### config.mk
export PLATFORM = sky130hd
export DESIGN_NAME = ifu_pipe
export DESIGN_NICKNAME = d
export VERILOG_FILES = /design/src/rtl/ifu_pipe.sv
export SDC_FILE = /design/constraint.sdc
export NUM_CORES = 1
export LEC_CHECK = 0
export ABC_CLOCK_PERIOD_IN_PS = 5150
export CELL_PAD_IN_SITES_DETAIL_PLACEMENT = 0
export CELL_PAD_IN_SITES_GLOBAL_PLACEMENT = 2
export CORE_UTILIZATION = 27
export DETAILED_ROUTE_END_ITERATION = 12
export PLACE_DENSITY = 0.82
export SETUP_SLACK_MARGIN = 0.3
export SYNTH_ARGS = -nofsm -noshare
export SYNTH_HDL_FRONTEND = slang
export SYNTH_SLANG_ARGS = --single-unit
### constraint.sdc
create_clock -name clk -period 5.15 [get_ports clk]
set_input_delay 0.515 -clock clk [delete_from_list [all_inputs] [get_ports clk]]
set_output_delay 0.515 -clock clk [all_outputs]
set_load 0.1 [all_outputs]
### src/rtl/ifu_pipe.sv
// Instruction fetch unit: PC register, combinational ROM address, IF/ID stage
// register with stall/flush, three redirect modes, address-error flag, fetch counter.
module ifu_pipe #(
  parameter logic [31:0] RESET_PC = 32'h0000_3000,
  parameter int          IM_AW    = 10,
  parameter int          CNT_W    = 32
) (
  input  logic             clk,
  input  logic             reset,
  input  logic             stall,
  input  logic             flush,
  input  logic             redirect_valid,
  input  logic [1:0]       redirect_mode,
  input  logic [31:0]      redirect_base,
  input  logic [31:0]      redirect_offset,
  input  logic [25:0]      redirect_index,
  input  logic [31:0]      redirect_reg,
  output logic [IM_AW-1:0] im_addr,
  input  logic [31:0]      im_rdata,
  output logic [31:0]      pc,
  output logic [31:0]      if_instr,
  output logic [31:0]      if_pc,
  output logic [31:0]      if_pc_plus8,
  output logic             if_valid,
  output logic             if_exc,
  output logic [CNT_W-1:0] fetch_count
);

  typedef enum logic [1:0] {
    RD_BRANCH = 2'd0,
    RD_JUMP   = 2'd1,
    RD_REG    = 2'd2,
    RD_NONE   = 2'd3
  } rd_mode_e;

  typedef struct packed {
    logic        valid;
    logic        exc;
    logic [31:0] instr;
    logic [31:0] pc;
    logic [31:0] pc_plus8;
  } ifid_t;

  // One past the last byte of the window; 33 bits so the bound cannot wrap.
  localparam logic [32:0] PC_LIMIT = {1'b0, RESET_PC} + (33'd4 << IM_AW);

  logic [31:0]      pc_q, pc_d;
  ifid_t            ifid_q, ifid_d;
  logic [CNT_W-1:0] cnt_q, cnt_d;

  logic [31:0] pc_off;
  logic        addr_err;
  logic [31:0] base_plus4;
  logic [31:0] tgt;
  logic        tgt_ok;
  logic        unused_off;

  assign pc_off     = pc_q - RESET_PC;
  assign im_addr    = pc_off[IM_AW+1:2];
  assign unused_off = ^{pc_off[31:IM_AW+2], pc_off[1:0]};

  assign addr_err = (pc_q[1:0] != 2'b00) || (pc_q < RESET_PC) ||
                    ({1'b0, pc_q} >= PC_LIMIT);

  always_comb begin
    base_plus4 = redirect_base + 32'd4;
    tgt        = pc_q + 32'd4;
    tgt_ok     = 1'b1;
    case (rd_mode_e'(redirect_mode))
      RD_BRANCH: tgt = base_plus4 + redirect_offset;
      RD_JUMP:   tgt = {base_plus4[31:28], redirect_index, 2'b00};
      RD_REG:    tgt = redirect_reg;
      default:   tgt_ok = 1'b0;
    endcase
  end

  always_comb begin
    pc_d = pc_q;
    if (!stall) begin
      if (redirect_valid && tgt_ok) pc_d = tgt;
      else                          pc_d = pc_q + 32'd4;
    end
  end

  // Flush wins over stall so a squash can be injected while the front end is held.
  always_comb begin
    ifid_d = ifid_q;
    cnt_d  = cnt_q;
    if (flush) begin
      ifid_d = '0;
    end else if (!stall) begin
      ifid_d.valid    = 1'b1;
      ifid_d.exc      = addr_err;
      ifid_d.instr    = addr_err ? 32'h0 : im_rdata;
      ifid_d.pc       = pc_q;
      ifid_d.pc_plus8 = pc_q + 32'd8;
      cnt_d           = cnt_q + CNT_W'(1);
    end
  end

  always_ff @(posedge clk or posedge reset) begin
    if (reset) begin
      pc_q   <= RESET_PC;
      ifid_q <= '0;
      cnt_q  <= '0;
    end else begin
      pc_q   <= pc_d;
      ifid_q <= ifid_d;
      cnt_q  <= cnt_d;
    end
  end

  assign pc          = pc_q;
  assign if_instr    = ifid_q.instr;
  assign if_pc       = ifid_q.pc;
  assign if_pc_plus8 = ifid_q.pc_plus8;
  assign if_valid    = ifid_q.valid;
  assign if_exc      = ifid_q.exc;
  assign fetch_count = cnt_q;

endmodule
==> impl_metrics.yaml, run 1 <==
setup_path:
  r2r_start: "pc[3]$_DFFE_PP0N_"
  start_kind: "primary input"
  crit_start: "redirect_base[4]"
  crit_type: "primary input to flip-flop"
  critPathRequiredTime_ps: 5520
  crit_fanout: 6
  worst_ep_arrival_time_ps: 4700
  crit_path_end_kind: "flip-flop"
clock_tree:
  htree_num_levels: 4
  hold_buffers: 0
  cts_root_buffer: "clkbuf_16"
  clk_latency_ps: 440
  cts_buffer_depth: 2
  tritoncts: "yes"
  clock-sinks: 159
  cts_setup_buffers: 0
  post_cts_resized: 0
  clk_pin_slew_ps: 70
  cts_made_buffers: 17
detailed_routing:
  ant_nets: 0
  detail_route.wl_per_cell_um: 19.9
  drc: 0
  wl_um: 40000
  avgViaCountPerCell: 5.00
  drt_pre_antenna_iters: 5
  num_vias: 10000
  drt_iter0_drc: 550
sta:
  setup_tns_ps: 0
  final-setup-viol-count: 0
  hold_viol_final: 0
  whs_ps: 480
  setup_ws_ps: 822
  fin_worst_skew_ps: 11.0
  relSlewSlack: 0.268
  period_minus_slack_ps: 4330
  fmax_mhz: 231
  rsz0062_at_grt: "false"
  post-route-period-util: 0.840
  drv_slew: 0
  tightest_slew_ps: 1090
global_routing:
  gr-total-overflow: 0
  grt_pass1_wl_um: 60000
  grt_max_degree: 78
  grt_pass1_vias: 9878
  grt_util_all_layers: 0.201
  antenna_found_initial: 8
placement:
  io_buffers: 332
  dp_hpwl_um: 31100
  place_ws_ps: 425
  gp_congestion: 0.922
floorplanning:
  die_width_um: 199
  dieArea_um2: 39400
  core_area_um2: 37800
  die_height_um: 199
  ios: 333
  row_count: 71
  initial_core_util: 0.276
synthesis:
  yosys.area_share.simple: 0.198
  synthDistinctLibCells: 65
  synth_compound_area_frac: 0.195
  synth_top_family_by_area: "simple AND/OR/NAND/NOR gates"
  ys_seq_area_frac: 0.382
  synthFlopType: "dfrtp_1"
  synth_warnings: 0
  synth_area_um2: 10400
  synth_nets: 1405
  yosys.area_share.adder: 0.0511
  synth.avg_cell_area_um2: 8.68
  syn_inst: 1202
  synth_seq_cells: 159
  synth_edf_count: 0
  synthXorXnorAreaFrac: 0.0907
  ys_async_sr_fraction: 1.00
  synthMuxAreaShare: 0.0406
cells_and_area:
  final_nets: 1685
  fillers: 3885
  drive_gt1_frac: 0.0502
  layout_common_cells: "clkdlybuf4s50_1 (329), dfrtp_1 (157), nor2_1 (144)"
  regArea_um2: 3980
  area_growth_pct: 41.3
  layout_commonest_cell: "clkdlybuf4s50_1"
  multi_input_area_um2: 6000
run_status:
  status: "finished, final reports clean"
power_and_ir_drop:
  ir_worst_vdd_mv: 0.249
  powerDensity_nw_per_um2: 360
  p_leak_nw: 6.09
run:
  cap_viol_max_count: 0
worst_hold_path:
  hold_start: "fetch_count[31]$_DFFE_PP0P_"
  hold_class: "flip-flop to flip-flop"
[state kept, by name, summed over array words and instances (netlist names)]
| signal | count |
|---|---|
| if_instr | 32 |
| if_exc | 1 |
| fetch_count | 32 |
| if_pc_plus8 | 29 |
| pc | 32 |
| if_valid | 1 |
| if_pc | 32 |
[cell usage after synthesis, types with 3 or more instances]
master / number / area share
o22ai_1: 17 / 0.010
a211oi_2: 3 / 0.0036
a31oi_1: 14 / 0.0084
mux2i_1: 40 / 0.038
o41ai_1: 3 / 0.0025
a221oi_1: 3 / 0.0025
a32oi_1: 3 / 0.0025
and3_1: 22 / 0.013
nor2b_1: 8 / 0.0048
nand3_1: 51 / 0.024
nor2_1: 145 / 0.052
a211oi_1: 5 / 0.0036
nand2b_1: 4 / 0.0024
o21ai_0: 47 / 0.023
a21o_1: 20 / 0.014
o221ai_1: 5 / 0.0042
a2111o_1: 3 / 0.0032
or3_1: 6 / 0.0036
ha_1: 41 / 0.049
nor4_1: 14 / 0.0084
nand4_1: 30 / 0.018
and4_1: 10 / 0.0084
xor2_1: 42 / 0.035
inv_1: 18 / 0.0065
or2_2: 6 / 0.0036
buf_4: 13 / 0.0094
o22a_1: 6 / 0.0050
o211ai_1: 3 / 0.0022
a21oi_1: 118 / 0.057
a22o_1: 32 / 0.027
nor3_1: 18 / 0.0086
buf_2: 5 / 0.0024
and2_1: 11 / 0.0066
dfrtp_1: 157 / 0.38
a311oi_1: 5 / 0.0042
xnor2_1: 66 / 0.055
buf_1: 6 / 0.0022
clkbuf_1: 64 / 0.023
nand2_1: 103 / 0.037
o21ai_1: 3 / 0.0014
o31ai_1: 3 / 0.0022
[routing by layer]
| metal | wire, um | up-vias | global-route usage |
|---|---|---|---|
| li1 | - | 4884 | - |
| met1 | 18300 | 4737 | 0.264 |
| met2 | 17800 | 374 | 0.322 |
| met3 | 3250 | 42 | 0.0575 |
| met4 | 631 | 8 | 0.0524 |
| met5 | 50 | - | 0 |
[metrics by stage]
step	std cells	power, mW	area (um2)	utilization
final	2010	5.30	14700	0.389
after global routing	2007	5.54	14700	0.389
after CTS	2006	5.35	14700	0.389
after detailed placement	1974	4.05	14100	0.373
after global placement	1974	4.04	14100	0.373
after floorplan	1202	3.34	10400	-
[final timing paths]
path | to | depth (start not counted) | slack, ps
worst max-delay path | pc[31]$_DFFE_PP0N_ | 16 | 820
worst min-delay path | fetch_count[31]$_DFFE_PP0P_ | 1 | 480
worst max register to register | pc[28]$_DFFE_PP0N_ | 9 | 2230
worst min register to register | fetch_count[31]$_DFFE_PP0P_ | 1 | 480
max in group asynchronous | if_pc[5]$_DFFE_PP0P_ | 3 | 3480
min in group asynchronous | if_instr[21]$_DFFE_PP0P_ | 2 | 580
[kinds of logic (layout without fill, tap and decap cells)]
kind of cell / count (synthesis) / after routing
AO/OA/AOI/OAI: 309 / 309
buffers and inverters: 106 / 399
flip-flops: 159 / 159
multiplexers: 42 / 42
XOR/XNOR: 108 / 108
adder cells (fa/ha/maj): 42 / 42
other: 0 / 4
AND/OR/NAND/NOR: 436 / 436
[critical path, stage by stage]
cell and delay [ps]:
clkdlybuf4s50_1 520, and3_1 270, and2_1 280, nand3_1 210
nor3_1 380, nand3_1 140, xor2_1 260, inv_1 70
ha_1 340, a21oi_1 80, o21ai_0 310, nor3_1 80
a311oi_1 600, nor4b_1 110, a2111o_1 410, nor2_1 110
[power breakdown]
group          internal (mW)  switching, mW  total (mW)
clock network          0.740          0.550        1.29
registers               1.38          0.237        1.62
logic                  0.665           1.73        2.39
total                   2.79           2.51        5.30
[final cells by class]
class | count | area share
clock buffer | 19 | 0.0307
antenna | 4 | 0.000679
timing repair buffer | 349 | 0.233
sequential | 159 | 0.270
clock inverter | 13 | 0.00934
multi-input combinational | 937 | 0.407
inverter | 18 | 0.00493
tap | 511 | 0.0434
(Power assumes the default switching activity.)
==> run 2, diff against run 1 <==
- ABC_CLOCK_PERIOD_IN_PS: 5150 -> 4200
- clock period: 5.15 -> 4.2 ns (I/O delays scaled with it)
==> impl_metrics.yaml, run 2 (synthesis gave the netlist of run 1 again) <==
power_and_ir_drop:
  powerDensity_nw_per_um2: 437
  p_leak_nw: 6.33
  seq_power_share: 0.301
  sw_frac_of_total: 0.462
  ir_worst_vdd_mv: 0.294
  net-switching-power_mw: 3.06
  power_frac_clock: 0.250
  internal-power_mw: 3.56
  power_mw: 6.62
  power_frac_comb: 0.449
floorplanning:
  core_area_um2: 37800
  ios: 333
  row_count: 71
  initial_core_util: 0.276
  dieArea_um2: 39400
  die_height_um: 199
  die_width_um: 199
clock_tree:
  clk_latency_ps: 430
  cts_buffer_depth: 2
  tritoncts: "yes"
  clk_pin_slew_ps: 70
  hold_buffers: 0
  cts_root_buffer: "clkbuf_16"
  cts_made_buffers: 17
  clock-sinks: 159
  htree_num_levels: 4
setup_path:
  start_kind: "primary input"
  critPathRequiredTime_ps: 4560
  critical-path-max-stage-delay_ps: 510
  endpoint: "pc[27]$_DFFE_PP0N_"
  critPathBufInv: 1
  crit_type: "primary input to flip-flop"
  worstRegToRegCells: 10
  r2r-end: "pc[31]$_DFFE_PP0N_"
  r2r_start: "pc[3]$_DFFE_PP0N_"
  cpMaxStageDelayCell: "clkdlybuf4s50_1"
  worst_ep_arrival_time_ps: 4120
  crit_fanout: 5
  crit_path_end_kind: "flip-flop"
  crit_start: "redirect_base[3]"
  crit_cells: 15
  cp_top_family: "compound AO/OA/AOI/OAI gates"
  path_cells: "clkdlybuf4s50_1 -> and2_1 -> and2_1 -> and3_1 -> and3_1 -> xor2_1 -> ha_1 -> nand2_1 -> o221ai_1 -> a31o_4 -> a2111o_1 -> a2111oi_4 -> o21a_1 -> o21ai_1 -> a31oi_1"
  reg2reg_setup_slack_ps: 1250
detailed_routing:
  detail_route.wl_per_cell_um: 19.7
  drt_pre_antenna_iters: 5
  drt_iter0_drc: 555
  num_vias: 10300
  ant_nets: 0
  avgViaCountPerCell: 4.99
  wl_um: 40500
  drc: 0
cells_and_area:
  final_area_um2: 15100
  area_growth_pct: 45.2
  fillers: 3911
  stdcell_count: 2055
  drive_gt1_frac: 0.0786
  layout_common_cells: "clkdlybuf4s50_1 (329), dfrtp_1 (157), nor2_1 (143)"
  final_nets: 1730
  layout_commonest_cell: "clkdlybuf4s50_1"
run:
  cap_viol_max_count: 0
global_routing:
  busiest_layer: "met2"
  gr-usage-met2: 0.330
  grt_use_met3: 0.0541
  grt_max_degree: 118
  grt_util_all_layers: 0.204
  gr-total-overflow: 0
  grt_util_met1: 0.267
  grt_pass1_wl_um: 61000
  antenna_found_initial: 10
  grt_pass1_vias: 10100
sta:
  fmax_mhz: 266
  relSlewSlack: 0.282
  hold_viol_final: 0
  rsz0062_at_grt: "true"
  tightest_slew_ps: 1070
  post-route-period-util: 0.895
  fin_worst_skew_ps: 12.5
  drv_slew: 0
  period_minus_slack_ps: 3760
  final-setup-viol-count: 0
worst_hold_path:
  hold_class: "primary input to flip-flop"
placement:
  dp_hpwl_um: 31500
  dpl_cell_area_um2: 14500
  gp_congestion: 0.941
  io_buffers: 332
  dp.cells: 2018
run_status:
  status: "finished, final reports clean"
[run 2: worst min path at each step]
stage | startpoint | endpoint | slack (ps) | cells past startpoint
floorplan | im_rdata[0] | if_instr[0]$_DFFE_PP0P_ | 550 | 1
global placement | fetch_count[31]$_DFFE_PP0P_ | fetch_count[31]$_DFFE_PP0P_ | 460 | 1
detailed placement | fetch_count[31]$_DFFE_PP0P_ | fetch_count[31]$_DFFE_PP0P_ | 460 | 1
CTS | flush | fetch_count[0]$_DFFE_PP0P_ | 420 | 3
global route | flush | fetch_count[0]$_DFFE_PP0P_ | 420 | 3
finish | flush | fetch_count[0]$_DFFE_PP0P_ | 420 | 3
[run 2: cell type report]
cell class / instances / area (um2) / share of cell area
Antenna cell: 4 / 10.0 / 0.000661
Clock inverter: 10 / 161 / 0.0107
Timing Repair Buffer: 394 / 3790 / 0.250
Clock buffer: 22 / 454 / 0.0300
Sequential cell: 159 / 3980 / 0.263
Tap cell: 511 / 639 / 0.0422
Multi-Input combinational cell: 937 / 6040 / 0.399
Inverter: 18 / 71.3 / 0.00471
[run 2: metrics by stage]
step / setup slack [ps] / hold slack [ps] / util / TNS (ps)
after floorplan: 661 / 553 / - / 0
after global routing: 208 / 422 / 0.400 / 0
final: 440 / 419 / 0.400 / 0
after detailed placement: -104 / 462 / 0.382 / -104
after CTS: 351 / 422 / 0.399 / 0
after global placement: -121 / 463 / 0.382 / -121
[run 2: power by group through the flow]
stage               logic, mW  registers, mW  clock network [mW]
floorplan                1.05           3.04                   0
global placement         2.97           2.02                   0
detailed placement       2.97           2.03                   0
CTS                      2.98           2.00                1.70
global route             3.13           2.03                1.76
finish                   2.97           1.99                1.65
[run 2: worst register-to-register path, cell delays in order (launching register included)]
cell and delay (ps):
dfrtp_1 550, ha_1 360, nand2_1 130, nor4_2 250
buf_4 220, and4_1 450, nand4_1 220, a21oi_1 190
o22ai_1 110, a2111o_1 320, nor2_1 100
[run 2: timing repair]
item | 4_1_cts | 5_1_grt
endpoints found under the setup margin | 0 | 7
buffers inserted | 0 | 1
resized for setup | 0 | 6
[run 2: layer usage]
layer	routed length, um	vias to the layer above	share of wire
met4	671	12	0.017
met1	18200	4825	0.45
met5	83	-	0.0020
met2	18300	398	0.45
li1	-	4977	-
met3	3230	47	0.080
